===== config.mk =====
export PLATFORM = sky130hd
export DESIGN_NAME = pixel_write_buffer_sram
export DESIGN_NICKNAME = d
export VERILOG_FILES = /design/src/rtl/pixel_write_buffer_sram.sv
export SDC_FILE = /design/constraint.sdc
export NUM_CORES = 1
export LEC_CHECK = 0
export CAP_MARGIN = 20
export CORE_UTILIZATION = 32
export DETAILED_ROUTE_END_ITERATION = 16
export PLACE_DENSITY = 0.46
export SLEW_MARGIN = 25
export SYNTH_ARGS = -nofsm -noshare
export SYNTH_HDL_FRONTEND = slang
export SYNTH_SLANG_ARGS = --single-unit

===== constraint.sdc =====
create_clock -name clkPixel -period 3.1 [get_ports clkPixel]
set_clock_uncertainty 0.1 [all_clocks]
set_input_delay 0.93 -clock clkPixel [delete_from_list [all_inputs] [get_ports clkPixel]]
set_output_delay 0.93 -clock clkPixel [all_outputs]
set_load 0.01 [all_outputs]

===== src/rtl/pixel_write_buffer_sram.sv =====
// pixel_write_buffer_sram
// Write side of the 320x240 8-bit pixel plane SRAM. CPU writes (x, y, colour)
// are range-checked, converted to linear addresses and queued in a FIFO. The
// queue drains as 3-cycle SETUP/WRITE/HOLD transactions, started only when the
// pixel read engine leaves the bus free.
module pixel_write_buffer_sram #(
    parameter int FIFO_DEPTH = 16,
    parameter int CW         = $clog2(FIFO_DEPTH) + 1
) (
    input  logic          clkPixel,
    input  logic          reset_n,
    input  logic [11:0]   h_count,
    input  logic [11:0]   v_count,
    input  logic          wr_valid,
    output logic          wr_ready,
    input  logic [8:0]    wr_x,
    input  logic [7:0]    wr_y,
    input  logic [7:0]    wr_data,
    input  logic          err_clr,
    output logic          range_err,
    output logic [CW-1:0] fifo_count,
    output logic          sram_grant,
    output logic          sram_we,
    output logic [16:0]   sram_addr,
    output logic [7:0]    sram_wdata
);

    localparam int AW = $clog2(FIFO_DEPTH);
    localparam logic [CW-1:0] FULL_CNT = CW'(FIFO_DEPTH);
    localparam logic [CW-1:0] ONE_CNT  = CW'(1);
    localparam logic [CW-1:0] ZERO_CNT = CW'(0);
    localparam logic [AW-1:0] ONE_PTR  = AW'(1);

    localparam logic [1:0] S_IDLE  = 2'd0;
    localparam logic [1:0] S_SETUP = 2'd1;
    localparam logic [1:0] S_WRITE = 2'd2;
    localparam logic [1:0] S_HOLD  = 2'd3;

    // Each FIFO entry is {address[16:0], colour[7:0]}.
    logic [24:0]   mem_q [FIFO_DEPTH];
    logic [AW-1:0] wr_ptr_q, wr_ptr_d;
    logic [AW-1:0] rd_ptr_q, rd_ptr_d;
    logic [CW-1:0] count_q, count_d;
    logic [1:0]    state_q, state_d;
    logic          range_err_q, range_err_d;
    logic          grant_q, we_q;
    logic [16:0]   addr_q, addr_d;
    logic [7:0]    wdata_q, wdata_d;

    logic          in_range_s, accept_s, push_s, bad_s, pop_s;
    logic          line_free_s, start_ok_s;
    logic [16:0]   lin_addr_s;
    logic [24:0]   head_s;
    logic [AW-1:0] head_idx_s;

    assign wr_ready   = (count_q != FULL_CNT);
    assign fifo_count = count_q;
    assign range_err  = range_err_q;
    assign sram_grant = grant_q;
    assign sram_we    = we_q;
    assign sram_addr  = addr_q;
    assign sram_wdata = wdata_q;

    // Accept path: range check and y*320 + x as two shifts plus an add.
    always_comb begin
        in_range_s  = (wr_x < 9'd320) && (wr_y < 8'd240);
        accept_s    = wr_valid && wr_ready;
        push_s      = accept_s && in_range_s;
        bad_s       = accept_s && !in_range_s;
        lin_addr_s  = ({9'd0, wr_y} << 8) + ({9'd0, wr_y} << 6) + {8'd0, wr_x};
        pop_s       = (state_q == S_HOLD);
        // Even v_count lines are served from the read engine's line buffer.
        line_free_s = (v_count < 12'd45) || (v_count[0] == 1'b0);
        // Starting by h=156 lets the 3-cycle transaction end before h=160.
        start_ok_s  = line_free_s || (h_count <= 12'd156);
    end

    // FIFO bookkeeping: pointers, occupancy and sticky range error.
    always_comb begin
        wr_ptr_d = push_s ? (wr_ptr_q + ONE_PTR) : wr_ptr_q;
        rd_ptr_d = pop_s  ? (rd_ptr_q + ONE_PTR) : rd_ptr_q;
        if (push_s && !pop_s) begin
            count_d = count_q + ONE_CNT;
        end else if (!push_s && pop_s) begin
            count_d = count_q - ONE_CNT;
        end else begin
            count_d = count_q;
        end
        // A bad write in the same cycle as err_clr keeps the flag set.
        if (bad_s) begin
            range_err_d = 1'b1;
        end else if (err_clr) begin
            range_err_d = 1'b0;
        end else begin
            range_err_d = range_err_q;
        end
    end

    // Head of queue as seen after this cycle's pop; an entry pushed while the
    // only stored entry is being popped is forwarded straight from the input.
    always_comb begin
        head_idx_s = (state_q == S_HOLD) ? (rd_ptr_q + ONE_PTR) : rd_ptr_q;
        if ((state_q == S_HOLD) && (count_q == ONE_CNT)) begin
            head_s = {lin_addr_s, wr_data};
        end else begin
            head_s = mem_q[head_idx_s];
        end
    end

    // Transaction sequencer: SETUP -> WRITE -> HOLD, chaining back-to-back.
    always_comb begin
        state_d = state_q;
        case (state_q)
            S_IDLE: begin
                if ((count_q != ZERO_CNT) && start_ok_s) begin
                    state_d = S_SETUP;
                end else begin
                    state_d = S_IDLE;
                end
            end
            S_SETUP: state_d = S_WRITE;
            S_WRITE: state_d = S_HOLD;
            S_HOLD: begin
                if ((count_d != ZERO_CNT) && start_ok_s) begin
                    state_d = S_SETUP;
                end else begin
                    state_d = S_IDLE;
                end
            end
            default: state_d = S_IDLE;
        endcase
        if (state_d == S_SETUP) begin
            addr_d  = head_s[24:8];
            wdata_d = head_s[7:0];
        end else begin
            addr_d  = addr_q;
            wdata_d = wdata_q;
        end
    end

    // FIFO storage; contents need no reset because occupancy gates every read.
    always_ff @(posedge clkPixel) begin
        if (push_s) begin
            mem_q[wr_ptr_q] <= {lin_addr_s, wr_data};
        end
    end

    // State, FIFO control and registered SRAM outputs.
    always_ff @(posedge clkPixel or negedge reset_n) begin
        if (!reset_n) begin
            wr_ptr_q    <= '0;
            rd_ptr_q    <= '0;
            count_q     <= '0;
            state_q     <= S_IDLE;
            range_err_q <= 1'b0;
            grant_q     <= 1'b0;
            we_q        <= 1'b0;
            addr_q      <= 17'd0;
            wdata_q     <= 8'd0;
        end else begin
            wr_ptr_q    <= wr_ptr_d;
            rd_ptr_q    <= rd_ptr_d;
            count_q     <= count_d;
            state_q     <= state_d;
            range_err_q <= range_err_d;
            grant_q     <= (state_d != S_IDLE);
            we_q        <= (state_d == S_WRITE);
            addr_q      <= addr_d;
            wdata_q     <= wdata_d;
        end
    end

endmodule


# --- Yosys cells after proc, flatten, opt, wreduce, memory -nomap -nowiden ---
# Memories as Yosys holds them, arrays and structs flattened.
# Cells that the tools add are included.
totals:
  output_inout_bits: 34
  in_bits: 53
  n_memories: 1
  romBits: 0
  ff_bits: 43
  latch_bits: 0
  ramBits: 400
mem_list:
  columns: ["name", "depth", "word_bits", "read_ports", "rd_clocked_by_memory_dff", "wr", "line_no", "source"]
  rows:
  - ["mem_q", 16, 25, 1, 0, 1, "40", "logic [24:0] mem_q [FIFO_DEPTH];"]
classes:
  shifts: 0
  order_cmp: 4
  n_bitwise: 1
  n_reduce_logical: 19
  addsub: 6
  n_mux: 11
  eq_ne: 7
  mul: 0
  div: 0
op_table:
  columns: ["op", "count"]
  rows:
  - ["$mux 25", 1]
  - ["$add 16x14->17", 1]
  - ["$add 17x9->17", 1]
  - ["$le 12x8->1 const B", 1]
  - ["$lt 12x6->1 const B", 1]
  - ["$mux 5", 2]
  - ["$reduce_bool 5->1", 2]
  - ["$logic_and 1x1->1", 9]
  - ["$lt 9x9->1 const B", 1]
  - ["$add 4x1->4 const B", 2]
  - ["$lt 8x8->1 const B", 1]
  - ["$pmux 2 s4", 1]
  - ["$eq 2x2->1 const B", 3]
  - ["$mux 1", 6]
  - ["$add 5x1->5 const B", 1]
  - ["$eq 5x1->1 const B", 1]
  - ["$ne 5x5->1 const B", 1]
  - ["$sub 5x1->5 const B", 1]
  - ["$eq 2x1->1 const B", 2]
  - ["$mux 4", 1]
  - ["$reduce_bool 2->1", 2]
  - ["$logic_not 1->1", 3]
  - ["$logic_not 2->1", 1]
  - ["$logic_or 1x1->1", 2]
  - ["$not 1->1", 1]

# --- Longest topological paths before layout ---
# Gate-level depths: netlist (run 1).
logic_depth:
  depth_word: 12
  depth_mapped: 11
  depth_no_buf: 10

# --- Worst setup path before layout (run 1) ---
# Ideal clock, no wire load.
synth_path:
  path_kind: "input-to-reg"
  start: "in wr_x[8]"
  end: "reg addr_q[15] (netlist: sram_addr[15])"
  cell_stages: 9
  path_buffers: 0
  arrival_ns: 3.318
  setup_slack_ns: -0.398
  cell_sequence: "fa_1 fa_1 a21o_1 a21oi_1 o21ai_0 o31ai_1 xnor2_1 o211ai_1 mux2i_1"
synth_rtl:
  columns: ["element", "line_no", "source"]
  rows:
  - ["start, declared", "16", "input logic [8:0] wr_x,"]
  - ["$add 17x9->17", "70", "lin_addr_s = ({9'd0, wr_y} << 8) + ({9'd0, wr_y} << 6) + {8'd0, wr_x};"]
  - ["net lin_addr_s[15]", "52", "logic [16:0] lin_addr_s;"]
  - ["$mux 25", "103", "if ((state_q == S_HOLD) && (count_q == ONE_CNT)) begin"]
  - ["end signal, assigned", "168", "addr_q <= addr_d;"]
  - ["end, declared", "47", "logic [16:0] addr_q, addr_d;"]
# The timed path passes the listed nets, and every way through them passes these cells.
# A chain may end at the register's enable or synchronous reset.

# --- Final worst setup path (run 1) ---
layout_path:
  start: "in v_count[6]"
  end: "reg wdata_q[1] (netlist: sram_wdata[1])"
layout_between:
  elab_chain_len: 7
layout_lines:
  columns: ["element", "line_no", "source"]
  rows:
  - ["start, declared", "13", "input logic [11:0] v_count,"]
  - ["$lt 12x6->1 *", "73", "line_free_s = (v_count < 12'd45) || (v_count[0] == 1'b0);"]
  - ["$logic_or 1x1->1 *", "73", null]
  - ["$logic_or 1x1->1 *", "75", "start_ok_s = line_free_s || (h_count <= 12'd156);"]
  - ["$logic_and 1x1->1, on equally long branches", "124, 115", null]
  - ["$mux 1, on equally long branches", "124, 115", null]
  - ["$pmux 2 s4 *", "113", "case (state_q)"]
  - ["$eq 2x1->1 *", "132", "if (state_d == S_SETUP) begin"]
  - ["end signal, assigned", "169", "wdata_q <= wdata_d;"]
  - ["end, declared", "48", "logic [7:0] wdata_q, wdata_d;"]
# Mark *: on every way between the ends. The rest lies on a longest branch, timed or not.

==> impl_metrics.toml, run 1 <==
[drt]
drt_iter0_drc = 848
drt_wl_total_mm = 49.6
vias_per_cell = 4.92
ant_nets = 0
post_drt_wl_per_cell_um = 22.9
vias = 10700
drc_errors = 0
firstDrtPassIters = 5

[sta]
rsz0062_at_grt = "yes"
tightestPinTransition_ns = 0.591
whs_ns = 0.217
relSlewSlack_pct = 60.5
fin_crit_ns = 3.02
timing.final.ws_setup_ns = 0.0817
max_freq_mhz = 331
setup_violations = 0
min_period_over_period_pct = 97.4
final-hold-violation-count = 0
drv_slew = 0

[logic_synthesis]
synth_area_leaders = "edfxtp_1, mux4_2, dfrtp_1"
synth.distinct_cells = 57
synthArstFlopShare_pct = 9.71
synth_top_area_share_pct = 66.4
netlist_instances = 1131
ys_seq_area_share_pct = 72.4
yosys.area.top_type = "edfxtp_1"
synth_area_mm2 = 0.0181
synth_ff_type = "edfxtp_1"
synth-seq-cells = 443
syn_area_per_cell_um2 = 16.0
synth_edf_count = 400
syn-num-nets = 1213
yosys_warnings = 0

[power_and_ir_drop]
p_leak_nw = 8.18
p_per_area_mw_per_mm2 = 979
finalPower_w = 0.0228
vdd_ir_drop_max_v = 0.000503

[worst_setup_path]
required_ns = 3.46
rrSetupSlack_ns = 0.17
cp_common_cell = "o41ai_4"
max_stage_delay_ns = 0.55
r2r_end = "sram_wdata[4]$_DFFE_PN0N_"
crit_buf_inv = 2
criticalPathCategory = "input pin to register"
reg2regPathDepth = 10
r2r-start = "state_q[0]$_DFF_PN0_"
critPathSlowestCell = "or4_4"
cp.arrival_ns = 3.38
worstPathCellList = "clkdlybuf4s50_1 > or4_4 > o41ai_4 > a21oi_2 > a311oi_2 > o41ai_4 > buf_6 > mux2_1"
path_max_fanout = 13
worstSetupStartpointType = "input pin"
end_kind = "register"
crit_family = "compound AO/OA/AOI/OAI gates"

[floorplan]
io_pins = 87
die_w_um = 240
start_util_pct = 32.6
die_h_um = 240
core_area_mm2 = 0.0554
die_area_mm2 = 0.0575
rows = 86

[place]
io_buffer_count = 85
preCtsSetupSlack_ns = -0.782
gp_congestion = 0.744
place_area_mm2 = 0.0216
place_hpwl_mm = 30.6

[clocking]
clockBufferDepth = 3
htree_levels = 2
clkTransAtPathRegs_ns = 0.06
cts_hold_buf = 0
cts_buffers = 47
clock_latency_ns = 0.58
tritoncts = "built"
cts_sinks = 443
root_buffer = "clkbuf_16"

[global_route]
antenna_found_initial = 1
grt_pass1_vias = 11100
overflow = 0
grt_start_max_net_pins = 77
grt_usage_pct = 17.8
grt_pass1_wl_mm = 74.1

[final_layout]
syn_to_final_growth_pct = 29.1
nets = 1463
finalCoreUtilization_pct = 42.1
drive_gt1_share_pct = 24.8
layout_commonest_cell = "edfxtp_1"
final_cell_mix = "edfxtp_1, nand2_1, buf_4"
stdcell_area_mm2 = 0.0233
antenna_cells = 0

[run_status]
status = "complete, no violations"

[flow_run]
drv_cap = 0

[min_path]
min_path_type = "input pin to async pin"
==> cells by family after synthesis <==
family,Yosys count,share of synthesized area (%)
flip-flops,443,72.4
AND/OR/NAND/NOR,289,7.15
AO/OA/AOI/OAI,159,5.48
multiplexers,116,10.1
buffers and inverters,76,1.80
adder cells (fa/ha/maj),31,2.21
XOR/XNOR,17,0.865
==> through the flow <==
| step | setup TNS (ns) | std cells |
|---|---|---|
| detailed placement | -193.54 | 2071 |
| finish | 0 | 2166 |
| global placement | -180.35 | 2071 |
| global route | -0.0443 | 2166 |
| floorplan | -0.756 | 1131 |
| CTS | 0 | 2164 |
==> synthesized netlist by cell type, types with 11 or more instances <==
cell type	n
inv_1	18
ha_1	27
edfxtp_1	400
nor2_1	31
nand2_1	170
mux2i_1	43
clkbuf_1	31
mux4_2	51
o21ai_0	16
dfrtp_1	43
a2111oi_0	18
nor3_1	25
o22ai_1	17
a21oi_1	80
buf_2	11
mux2_1	14
nor4_1	18
==> flip-flops by register name, summed over array words and instances (netlist names) <==
register	count
sram_wdata	8
sram_we	1
state_q	2
fifo_count	5
range_err	1
wr_ptr_q	4
mem_q	400
rd_ptr_q	4
sram_addr	17
sram_grant	1
==> worst reg2reg max path, stage by stage (launching register included) <==
cell and delay [ns]:
dfrtp_1 0.37, ha_2 0.28, nand4_1 0.16, xnor2_2 0.20
inv_4 0.16, buf_4 0.24, mux4_2 0.33, a2111oi_0 0.47
buf_4 0.19, nor3_1 0.04, mux2_1 0.28
==> where the power goes <==
| part | switching, W | internal [W] | leakage [nW] |
|---|---|---|---|
| combinational | 0.00520 | 0.00452 | 3.34 |
| sequential | 0.000282 | 0.00728 | 4.11 |
| clock | 0.00231 | 0.00326 | 0.731 |
==> per-layer routing <==
| metal | share of wire (%) | up-vias | track usage [%] |
|---|---|---|---|
| li1 | - | 4883 | - |
| met1 | 45 | 5462 | 24.4 |
| met2 | 49 | 238 | 29.6 |
| met3 | 3.8 | 74 | 2.43 |
| met4 | 1.9 | 0 | 4.68 |
| met5 | 0 | - | 0 |
==> how the worst max path moves through the flow <==
stage	start	end	slack [ns]	depth (start not counted)
2_1_floorplan	wr_y[2]	sram_addr[15]$_DFFE_PN0N_	-0.13	9
3_3_place_gp	wr_x[7]	sram_addr[3]$_DFFE_PN0N_	-0.74	9
3_5_place_dp	wr_x[7]	sram_wdata[6]$_DFFE_PN0N_	-0.78	8
4_1_cts	wr_valid	sram_addr[3]$_DFFE_PN0N_	0.008	12
5_1_grt	v_count[6]	sram_wdata[0]$_DFFE_PN0N_	-0.02	8
6_report	v_count[6]	sram_wdata[1]$_DFFE_PN0N_	0.08	8
==> timing repair <==
item,CTS,global route
setup endpoints to repair,39,86
pin swaps,9,14
gates resized for setup,27,22
setup buffers,6,7
gates cloned,1,0
==> layout make-up <==
cell class	count	area, um2
Clock buffer	69	1310
Multi-Input combinational cell	612	4940
Sequential cell	443	13100
Fill cell	5000	32100
Tap cell	748	936
Timing Repair Buffer	256	2790
Inverter	21	81.3
Clock inverter	17	193
No activity file was read; power rests on OpenSTA's default activity.
==> run 2, diff against run 1 <==
Settings changed: CORE_MARGIN set to 2, CORE_UTILIZATION 32 to 30, PLACE_DENSITY 0.46 to 0.44.
==> run 2 against run 1 <==
Against the previous run:
- count of clock-buffer cells in the layout decreased by 7
- cell count increased by 2.6%
- critical path depth increased by 2
- utilization decreased by 2.0 points
- first-iteration DRC count decreased by 13%
- via count increased by 1.6%
==> impl_metrics.toml, run 2 (synthesized netlist as in run 1, its figures left out) <==
[sta]
setup_violations = 0
final-hold-violation-count = 0
min_period_over_period_pct = 98.0
tns_ns = 0
rsz0062_at_grt = "no"
relSlewSlack_pct = 62.2
fin_crit_ns = 3.04
tightestPinTransition_ns = 0.565
drv_slew = 0
max_freq_mhz = 329

[drt]
vias_per_cell = 4.87
post_drt_wl_per_cell_um = 22.9
drt_wl_total_mm = 51.0
ant_nets = 0
drt_iter0_drc = 736
drc_errors = 0
firstDrtPassIters = 5
vias = 10800

[worst_setup_path]
path_max_fanout = 7
cp_common_cell = "o41ai_4"
cp.arrival_ns = 3.40
required_ns = 3.46
worstPathCellList = "clkdlybuf4s50_1 > or4_4 > o41ai_4 > a21oi_2 > a311oi_2 > o41ai_4 > buf_6 > buf_4 > buf_12 > mux2_4"
worstSetupStartpointType = "input pin"
crit_family = "compound AO/OA/AOI/OAI gates"
end_kind = "register"
criticalPathCategory = "input pin to register"
critPathSlowestCell = "or4_4"
crit_buf_inv = 4
max_stage_delay_ns = 0.44

[floorplan]
core_area_mm2 = 0.0594
die_area_mm2 = 0.0623
die_h_um = 250
io_pins = 87
start_util_pct = 30.5
die_w_um = 250
rows = 89

[power_and_ir_drop]
finalPower_w = 0.0238
internal-power_w = 0.0158
power.share.combinational_pct = 43.4
seq_power_share_pct = 31.8
p_leak_nw = 8.52
clockPowerShare_pct = 24.9
vdd_ir_drop_max_v = 0.000514
p_per_area_mw_per_mm2 = 1000
swShare_pct = 33.6
p_sw_w = 0.00801

[clocking]
cts_hold_buf = 0
clkTransAtPathRegs_ns = 0.06
htree_levels = 2
cts_sinks = 443
clock_latency_ns = 0.58
clockBufferDepth = 3
tritoncts = "built"
root_buffer = "clkbuf_16"
cts_buffers = 49

[run_status]
status = "complete, no violations"

[final_layout]
antenna_cells = 0
final_cell_mix = "edfxtp_1, nand2_1, buf_4"
layout_commonest_cell = "edfxtp_1"
nets = 1491
stdcell_area_mm2 = 0.0238
fill_cells = 5467
syn_to_final_growth_pct = 31.6
largest_reg_flops = 400
drive_gt1_share_pct = 27.1
regMostFlops = "mem_q"

[flow_run]
drv_cap = 0

[global_route]
antenna_found_initial = 0
grt_pass1_wl_mm = 74.7
grt_pass1_vias = 11200
overflow = 0
grt_start_max_net_pins = 47
grt_usage_pct = 16.2

[place]
gp_congestion = 0.738
place_hpwl_mm = 31.5
io_buffer_count = 85
place_area_mm2 = 0.0217

[min_path]
min_path_type = "input pin to async pin"
-- run 2: changes by cell type in the layout (fill, tap and decap cells not counted), sizes merged, moves of 3 or more --
cell,previous run,this run
buf,172,197
clkdlybuf4s50,74,70
bufinv,4,7
clkbuf,69,62
clkinv,14,22
dlygate4sd2,7,1
dlymetal6s2s,3,13
-- run 2: cell type report --
cell class / instances / area (um2) / area share [%]
tap: 773 / 967 / 4.06
multi-input combinational: 612 / 4970 / 20.9
clock inverter: 29 / 308 / 1.29
clock buffer: 62 / 1340 / 5.61
timing repair buffer: 282 / 3040 / 12.8
inverter: 21 / 92.6 / 0.389
sequential: 443 / 13100 / 55.0
-- run 2: power groups by stage --
stage	registers (W)	logic (W)	clock network, W
2_1_floorplan	0.00773	0.00505	0
3_3_place_gp	0.00768	0.00972	0
3_5_place_dp	0.00768	0.00976	0
4_1_cts	0.00757	0.0101	0.00611
5_1_grt	0.00763	0.0112	0.00632
6_report	0.00757	0.0103	0.00593
-- run 2: worst paths after layout --
| check | end | slack, ns | cells after the start | start |
|---|---|---|---|---|
| max in group asynchronous | sram_wdata[2]$_DFFE_PN0N_ | 2.36 | 2 | reset_n |
| worst min-delay path | sram_addr[1]$_DFFE_PN0N_ | 0.22 | 2 | reset_n |
| worst max register to register | sram_wdata[2]$_DFFE_PN0N_ | 0.17 | 12 | fifo_count[1]$_DFF_PN0_ |
| worst max-delay path | sram_wdata[2]$_DFFE_PN0N_ | 0.06 | 10 | v_count[6] |
| min in group clkPixel | range_err$_DFFE_PN0P_ | 0.40 | 1 | range_err$_DFFE_PN0P_ |
| worst min register to register | range_err$_DFFE_PN0P_ | 0.40 | 1 | range_err$_DFFE_PN0P_ |
-- run 2: repair_timing --
item                       4_1_cts  5_1_grt
resized for setup               23       51
setup buffers                    2       11
gates cloned                     1        1
setup endpoints to repair       42       83
pin swaps                        3       15
-- run 2: routing by layer --
layer	global-route usage, %	routed length [um]	up-vias
li1	-	-	4953
met1	22.2	23200	5576
met2	27.1	24900	224
met3	2.22	1960	70
met4	4.34	924	0
met5	0	0	-
-- run 2: worst reg2reg max path, cell delays in order (launching register included) --
cell	delay (ns)
dfrtp_1	0.38
inv_1	0.11
ha_2	0.24
nand4bb_4	0.17
nand2_1	0.12
nor2_2	0.06
maj3_2	0.29
mux2_4	0.28
o41ai_4	0.30
buf_6	0.16
buf_4	0.12
buf_12	0.15
mux2_4	0.33
-- run 2: per-stage QoR --
step                setup slack, ns  utilization [%]  cells  hold slack (ns)
floorplan                    -0.129                -   1131            0.387
finish                       0.0615             40.1   2222            0.219
CTS                         -0.0108             39.6   2210            0.210
global placement             -0.859             36.6   2116            0.382
detailed placement           -0.874             36.6   2116            0.384
global route                 0.0219             40.1   2222            0.217
